[config.mk]
export PLATFORM = sky130hd
export DESIGN_NAME = game_phase_controller
export DESIGN_NICKNAME = d
export VERILOG_FILES = /design/src/rtl/game_pkg.sv /design/src/rtl/bcd_countdown.sv /design/src/rtl/game_phase_controller.sv
export SDC_FILE = /design/constraint.sdc
export NUM_CORES = 1
export LEC_CHECK = 0
export ABC_AREA = 1
export ABC_CLOCK_PERIOD_IN_PS = 19200
export CORE_MARGIN = 1
export CORE_UTILIZATION = 50
export CTS_CLUSTER_DIAMETER = 150
export DETAILED_ROUTE_END_ITERATION = 6
export HOLD_SLACK_MARGIN = 0.1
export PLACE_DENSITY = 0.78
export SLEW_MARGIN = 5
export SYNTH_ARGS = -nofsm -noshare
export SYNTH_HDL_FRONTEND = slang
export SYNTH_SLANG_ARGS = --single-unit
export TNS_END_PERCENT = 50
[constraint.sdc]
create_clock -name clk -period 19.2 [get_ports clk]
set_input_delay 1.92 -clock clk [delete_from_list [all_inputs] [get_ports clk]]
set_output_delay 1.92 -clock clk [all_outputs]
set_load 0.02 [all_outputs]
[src/rtl/game_pkg.sv]
// Shared encodings and mm:ss BCD helpers for the game phase controller and its countdown.
package game_pkg;

  localparam int unsigned DIGIT_W = 4;
  localparam int unsigned TIME_W  = 4 * DIGIT_W;
  localparam int unsigned SECS_W  = 12;

  typedef enum logic [1:0] {
    ST_IDLE  = 2'd0,
    ST_PLAY  = 2'd1,
    ST_CLEAR = 2'd2,
    ST_OVER  = 2'd3
  } state_e;

  function automatic logic bcd_is_zero(input logic [TIME_W-1:0] t);
    return t == '0;
  endfunction

  function automatic logic [SECS_W-1:0] bcd_to_secs(input logic [TIME_W-1:0] t);
    return SECS_W'(t[15:12]) * SECS_W'(600) + SECS_W'(t[11:8]) * SECS_W'(60)
         + SECS_W'(t[7:4]) * SECS_W'(10) + SECS_W'(t[3:0]);
  endfunction

  function automatic logic [TIME_W-1:0] secs_to_bcd(input logic [SECS_W-1:0] s);
    logic [SECS_W-1:0] m;
    logic [SECS_W-1:0] r;
    m = s / SECS_W'(60);
    r = s % SECS_W'(60);
    return {DIGIT_W'(m / SECS_W'(10)), DIGIT_W'(m % SECS_W'(10)),
            DIGIT_W'(r / SECS_W'(10)), DIGIT_W'(r % SECS_W'(10))};
  endfunction

endpackage

[src/rtl/bcd_countdown.sv]
// mm:ss BCD countdown register: load to start value or saturating decrement by N seconds.
module bcd_countdown
  import game_pkg::*;
#(
  parameter logic [15:0] START_BCD = 16'h0500
) (
  input  logic              clk,
  input  logic              rst,
  input  logic              load,
  input  logic              dec_en,
  input  logic [SECS_W-1:0] dec_amt,
  output logic [15:0]       time_bcd,
  output logic              zero_next_c
);

  logic [TIME_W-1:0] time_q, time_d;
  logic [SECS_W-1:0] secs_now;
  logic [SECS_W-1:0] secs_left;

  // Borrow chain done in binary seconds so any step size saturates cleanly at 00:00.
  always_comb begin
    secs_now  = bcd_to_secs(time_q);
    secs_left = (secs_now > dec_amt) ? secs_now - dec_amt : '0;
    time_d    = time_q;
    if (load)        time_d = START_BCD;
    else if (dec_en) time_d = secs_to_bcd(secs_left);
    zero_next_c = bcd_is_zero(time_d);
  end

  always_ff @(posedge clk or posedge rst) begin
    if (rst) time_q <= START_BCD;
    else     time_q <= time_d;
  end

  assign time_bcd = time_q;

endmodule

[src/rtl/game_phase_controller.sv]
// Phase sequencer with stability counter and mm:ss countdown.
// Optional: define TIME_PENALTY_EN to also remove PENALTY_SEC from the timer per fail.
module game_phase_controller
  import game_pkg::*;
#(
  parameter int unsigned NUM_PHASES    = 4,
  parameter int unsigned MAX_STABILITY = 9,
  parameter int unsigned START_MIN     = 5,
  parameter int unsigned START_SEC     = 0,
  parameter int unsigned TICK_DIV      = 50_000_000,
  parameter int unsigned LOW_STAB      = 3,
  parameter int unsigned PENALTY_SEC   = 10
) (
  input  logic                                clk,
  input  logic                                rst,
  input  logic                                start,
  input  logic [NUM_PHASES-1:0]               phase_clear,
  input  logic [NUM_PHASES-1:0]               phase_fail,
  input  logic                                event_fail,
  output logic [1:0]                          state,
  output logic [$clog2(NUM_PHASES+1)-1:0]     phase_idx,
  output logic [NUM_PHASES-1:0]               phase_en,
  output logic [3:0]                          stability,
  output logic [15:0]                         time_bcd,
  output logic                                time_out,
  output logic                                game_clear,
  output logic                                game_over
);

  localparam int unsigned PIDX_W    = $clog2(NUM_PHASES + 1);
  localparam int unsigned PRE_W     = $clog2(TICK_DIV + 1);
  localparam int unsigned TICK_FAST = (TICK_DIV / 2 > 0) ? TICK_DIV / 2 : 1;
  localparam logic [TIME_W-1:0] START_BCD = secs_to_bcd(SECS_W'(START_MIN * 60 + START_SEC));
`ifdef TIME_PENALTY_EN
  localparam bit PEN_EN = 1'b1;
`else
  localparam bit PEN_EN = 1'b0;
`endif
  localparam int unsigned PEN_STEP = PEN_EN ? PENALTY_SEC : 0;

  state_e              state_q, state_d;
  logic [PIDX_W-1:0]   pidx_q, pidx_d;
  logic [NUM_PHASES-1:0] pen_q, pen_d;
  logic [3:0]          stab_q, stab_d;
  logic [PRE_W-1:0]    presc_q, presc_d;
  logic                time_out_q, time_out_d;
  logic                clear_q, clear_d;
  logic                over_q, over_d;

  logic                clear_hit, fail_hit, tick;
  logic [1:0]          n_fail;
  logic [PRE_W-1:0]    limit;
  logic                t_load, t_dec, t_zero_next;
  logic [SECS_W-1:0]   t_amt;

  // Inputs masked to the active phase, tick generation and timer command.
  always_comb begin
    clear_hit = |(phase_clear & pen_q);
    fail_hit  = |(phase_fail & pen_q);
    n_fail    = {1'b0, fail_hit} + {1'b0, event_fail};
    limit     = (stab_q <= 4'(LOW_STAB)) ? PRE_W'(TICK_FAST) : PRE_W'(TICK_DIV);
    tick      = (state_q == ST_PLAY) && (presc_q >= limit - PRE_W'(1));
    t_load    = start && (state_q != ST_PLAY);
    t_amt     = '0;
    if (state_q == ST_PLAY) t_amt = SECS_W'(tick) + SECS_W'(PEN_STEP) * SECS_W'(n_fail);
    t_dec     = (t_amt != '0);
  end

  bcd_countdown #(
    .START_BCD (START_BCD)
  ) u_countdown (
    .clk         (clk),
    .rst         (rst),
    .load        (t_load),
    .dec_en      (t_dec),
    .dec_amt     (t_amt),
    .time_bcd    (time_bcd),
    .zero_next_c (t_zero_next)
  );

  always_comb begin
    state_d    = state_q;
    pidx_d     = pidx_q;
    stab_d     = stab_q;
    presc_d    = presc_q;
    time_out_d = 1'b0;
    unique case (state_q)
      ST_IDLE: begin
        if (start) begin
          state_d = ST_PLAY;
          pidx_d  = PIDX_W'(1);
          stab_d  = 4'(MAX_STABILITY);
          presc_d = '0;
        end
      end
      ST_PLAY: begin
        presc_d = tick ? '0 : presc_q + PRE_W'(1);
        stab_d  = (stab_q > 4'(n_fail)) ? stab_q - 4'(n_fail) : 4'd0;
        // Winner order: last-phase clear, then stability exhausted, then time-out.
        if (clear_hit && pidx_q == PIDX_W'(NUM_PHASES)) begin
          state_d = ST_CLEAR;
          pidx_d  = '0;
        end else if (n_fail != 2'd0 && stab_d == 4'd0) begin
          state_d = ST_OVER;
          pidx_d  = '0;
        end else if (t_dec && t_zero_next) begin
          state_d    = ST_OVER;
          pidx_d     = '0;
          time_out_d = 1'b1;
        end else if (clear_hit) begin
          pidx_d = pidx_q + PIDX_W'(1);
        end
      end
      default: begin
        if (start) begin
          state_d = ST_IDLE;
          stab_d  = 4'(MAX_STABILITY);
          presc_d = '0;
        end
      end
    endcase
    for (int i = 0; i < NUM_PHASES; i++) pen_d[i] = (pidx_d == PIDX_W'(i + 1));
    clear_d = (state_d == ST_CLEAR);
    over_d  = (state_d == ST_OVER);
  end

  always_ff @(posedge clk or posedge rst) begin
    if (rst) begin
      state_q    <= ST_IDLE;
      pidx_q     <= '0;
      pen_q      <= '0;
      stab_q     <= 4'(MAX_STABILITY);
      presc_q    <= '0;
      time_out_q <= 1'b0;
      clear_q    <= 1'b0;
      over_q     <= 1'b0;
    end else begin
      state_q    <= state_d;
      pidx_q     <= pidx_d;
      pen_q      <= pen_d;
      stab_q     <= stab_d;
      presc_q    <= presc_d;
      time_out_q <= time_out_d;
      clear_q    <= clear_d;
      over_q     <= over_d;
    end
  end

  assign state      = state_q;
  assign phase_idx  = pidx_q;
  assign phase_en   = pen_q;
  assign stability  = stab_q;
  assign time_out   = time_out_q;
  assign game_clear = clear_q;
  assign game_over  = over_q;

endmodule

==> flow_metrics.py <==
metrics = {
    "clock_network": {
        "htree_levels": 3,
        "cts_buffer_depth": 2,
        "ctsResizeCount": 0,
        "insertion_delay_ps": 330,
        "clk_pin_slew_ps": 50,
        "cts_hold_buf": 0,
        "clockRootBuffer": "clkbuf_16",
        "cts_made_buffers": 9,
        "cts_tree": "yes",
        "cts_setup_buffers": 0,
        "clock_sinks": 58,
    },
    "global_routing": {
        "grt_remaining_overflow": 0,
        "grt_usage": 0.235,
        "grt_pass1_wl_um": 27300,
        "antenna_found_initial": 0,
        "grt_max_degree": 59,
        "grt_pass1_vias": 6067,
    },
    "yosys": {
        "yosysWarningCount": 0,
        "yosysUniqueCellTypes": 57,
        "synth_edf_count": 0,
        "ys_top_cells_by_area": "dfrtp_1 (20%), ha_1 (13%), nand2_1 (12%)",
        "synth_mux_area_frac": 0,
        "synthFlopType": "dfrtp_1",
        "synth_compound_area_frac": 0.113,
        "syn_avg_cell_area_um2": 7.13,
        "synth-async-reset-ratio": 1.00,
        "synth_seq_cells": 58,
        "seq_area_frac_synth": 0.214,
        "yosysTopAreaCell": "dfrtp_1",
        "synth_xor_area_frac": 0.0411,
        "synth_top_area_share": 0.199,
        "synthAdderAreaFrac": 0.180,
        "synthSimpleGateAreaFrac": 0.352,
        "synth_area_um2": 6800,
        "synth_nets": 1053,
        "postSynthCellCount": 953,
        "synth_top_family_by_area": "simple AND/OR/NAND/NOR gates",
    },
    "power_and_ir_drop": {
        "ir_worst_vdd_uv": 69.0,
        "p_per_area_nw_per_um2": 67.8,
        "leakage_nw": 4.06,
    },
    "sta": {
        "fin_crit_ps": 10200,
        "drv_slew": 0,
        "setup_violations": 0,
        "slew_headroom": 0.512,
        "skew_ps": 5.01,
        "holdWs_ps": 488,
        "tightestPinTransition_ps": 731,
        "finalCritPeriodShare": 0.531,
        "final.setup.tns_ps": 0,
        "final-hold-violation-count": 0,
        "grt_setup_unrepaired": "false",
        "fmax_ghz": 0.0980,
    },
    "die": {
        "fp.dieW_um": 119,
        "initial_core_util": 0.513,
        "std_cell_rows": 42,
        "io-pin-count": 44,
        "die_y_um": 119,
        "core-area_um2": 13200,
        "die_area_um2": 14100,
    },
    "final_layout": {
        "area_growth_pct": 14.7,
        "stdcell_area_um2": 7790,
        "drive_gt1_frac": 0.125,
        "num_antenna_cells": 0,
        "finalNetCount": 1103,
    },
    "setup_path": {
        "max_stage_delay_ps": 610,
        "crit_path_end_kind": "flop",
        "arrival_ps": 10430,
        "cpMostUsedCell": "nand2_1",
        "slowest_stage": "dfstp_2",
        "critPathMaxFanout": 13,
        "start_kind": "flop",
        "required_ps": 19420,
        "setup.worst_path.class": "flop to flop",
    },
    "drt": {
        "drc": 0,
        "wl_um": 15600,
        "drtIter0Drc": 373,
        "ant_nets": 0,
        "drtPass1Iterations": 5,
        "via_per_inst": 5.35,
        "post_drt_wl_per_cell_um": 13.2,
        "vias": 6335,
    },
    "outcome": {
        "status": "finished, final reports clean",
    },
    "job": {
        "cap_violations": 0,
    },
    "placed_design": {
        "gp_congestion": 0.951,
        "dp_hpwl_um": 12100,
        "portBuffers": 43,
        "placed_area_um2": 7420,
    },
    "min_path": {
        "hold_class": "flop to flop",
    },
}
## where the power goes
part | leakage (nW) | switching [mW] | internal [mW]
registers | 0.779 | 0.0125 | 0.140
clock network | 0.180 | 0.0565 | 0.143
logic | 3.10 | 0.112 | 0.0645
total | 4.06 | 0.181 | 0.347
## metal layers
metal	vias to the layer above	wire length, um	GRT usage
li1	3212	-	-
met1	2949	7210	0.300
met2	143	7380	0.400
met3	31	586	0.0396
met4	0	398	0.0791
met5	-	0	0
## cell type report
cell class,count,area (um2)
Clock inverter,5,125
Multi-Input combinational cell,718,4660
Fill cell,1167,5450
Clock buffer,11,243
Timing Repair Buffer,45,445
Sequential cell,58,1460
Inverter,171,644
Tap cell,176,220
## cells in the final DEF, fill, tap and decap left out, types with 23 or more instances in the layout
master,Yosys,routed
nand4_1,23,23
dfrtp_1,54,54
nand2_1,220,220
nand3_1,61,61
inv_1,155,154
nor2_1,73,73
a21oi_1,29,29
clkdlybuf4s50_1,0,43
nand2_2,28,28
ha_1,72,72
## metrics by stage
| stage | total power [mW] | util | std cells | setup WS, ps |
|---|---|---|---|---|
| 3_5_place_dp | 0.328 | 0.561 | 1168 | 9100 |
| 2_1_floorplan | 0.271 | - | 953 | 10360 |
| 4_1_cts | 0.530 | 0.588 | 1184 | 9030 |
| 3_3_place_gp | 0.325 | 0.561 | 1168 | 9320 |
| 5_1_grt | 0.559 | 0.588 | 1184 | 8030 |
| 6_report | 0.528 | 0.588 | 1184 | 9000 |
## cells in the mapped netlist (2+ instances only)
cell      number
a22oi_1        2
nor2_2        12
nor2_1        73
a211oi_1       2
a31oi_1        2
nor2_4         4
o21ai_0       21
a21oi_1       29
dfstp_2        4
inv_1        155
nand2_2       28
xnor2_1        9
xor2_1        21
clkbuf_1       4
clkinv_1       3
nor3_1        18
o31ai_1        3
nand4_1       23
o22ai_1       14
or2_1          2
nand3_1       61
buf_6          2
dfrtp_1       54
a22o_1         6
a21oi_2        3
nand2_1      220
a221oi_1       2
nand2_4       15
nor4_1         4
o21ai_2        6
o32ai_1        5
o211ai_1       3
fa_1          16
inv_2         12
nand3_4        2
nand3_2       15
ha_1          72
o21ai_1        7
## worst max-delay path, delay by kind of cell (launching register included)
family | cells | cell delay, ps
simple gates | 48 | 4880
fa+ha+maj | 8 | 3010
compound gates | 5 | 1060
flops | 1 | 610
xor+xnor | 1 | 280
buf+inv | 4 | 230
## cells by family (layout without fill, tap and decap cells)
group / after synthesis / count (layout)
and+or+nand+nor: 483 / 483
buffers and inverters: 177 / 232
AOI/OAI and AO/OA: 116 / 116
adders and majority gates: 88 / 88
DFF: 58 / 58
xor gates and xnor gates: 31 / 31
## sequential cells by signal, summed over array words and instances, names as in the netlist
name / flops
game_over: 1
game_clear: 1
phase_en: 4
stability: 4
presc_q: 26
phase_idx: 3
u_countdown.time_bcd: 16
time_out: 1
state: 2
## final timing paths
check	start	end	slack (ps)	cells after the start
hold / removal	stability[0]	stability[0]	490	2
setup / recovery	u_countdown.time_bcd[10]	phase_en[2]	9000	66
hold reg to reg	stability[0]	stability[0]	490	2
setup reg to reg	u_countdown.time_bcd[10]	phase_en[2]	9000	66
min in group asynchronous	rst	presc_q[4]	2100	3
max in group asynchronous	rst	u_countdown.time_bcd[12]	16600	3
(Power assumes the default switching activity.)
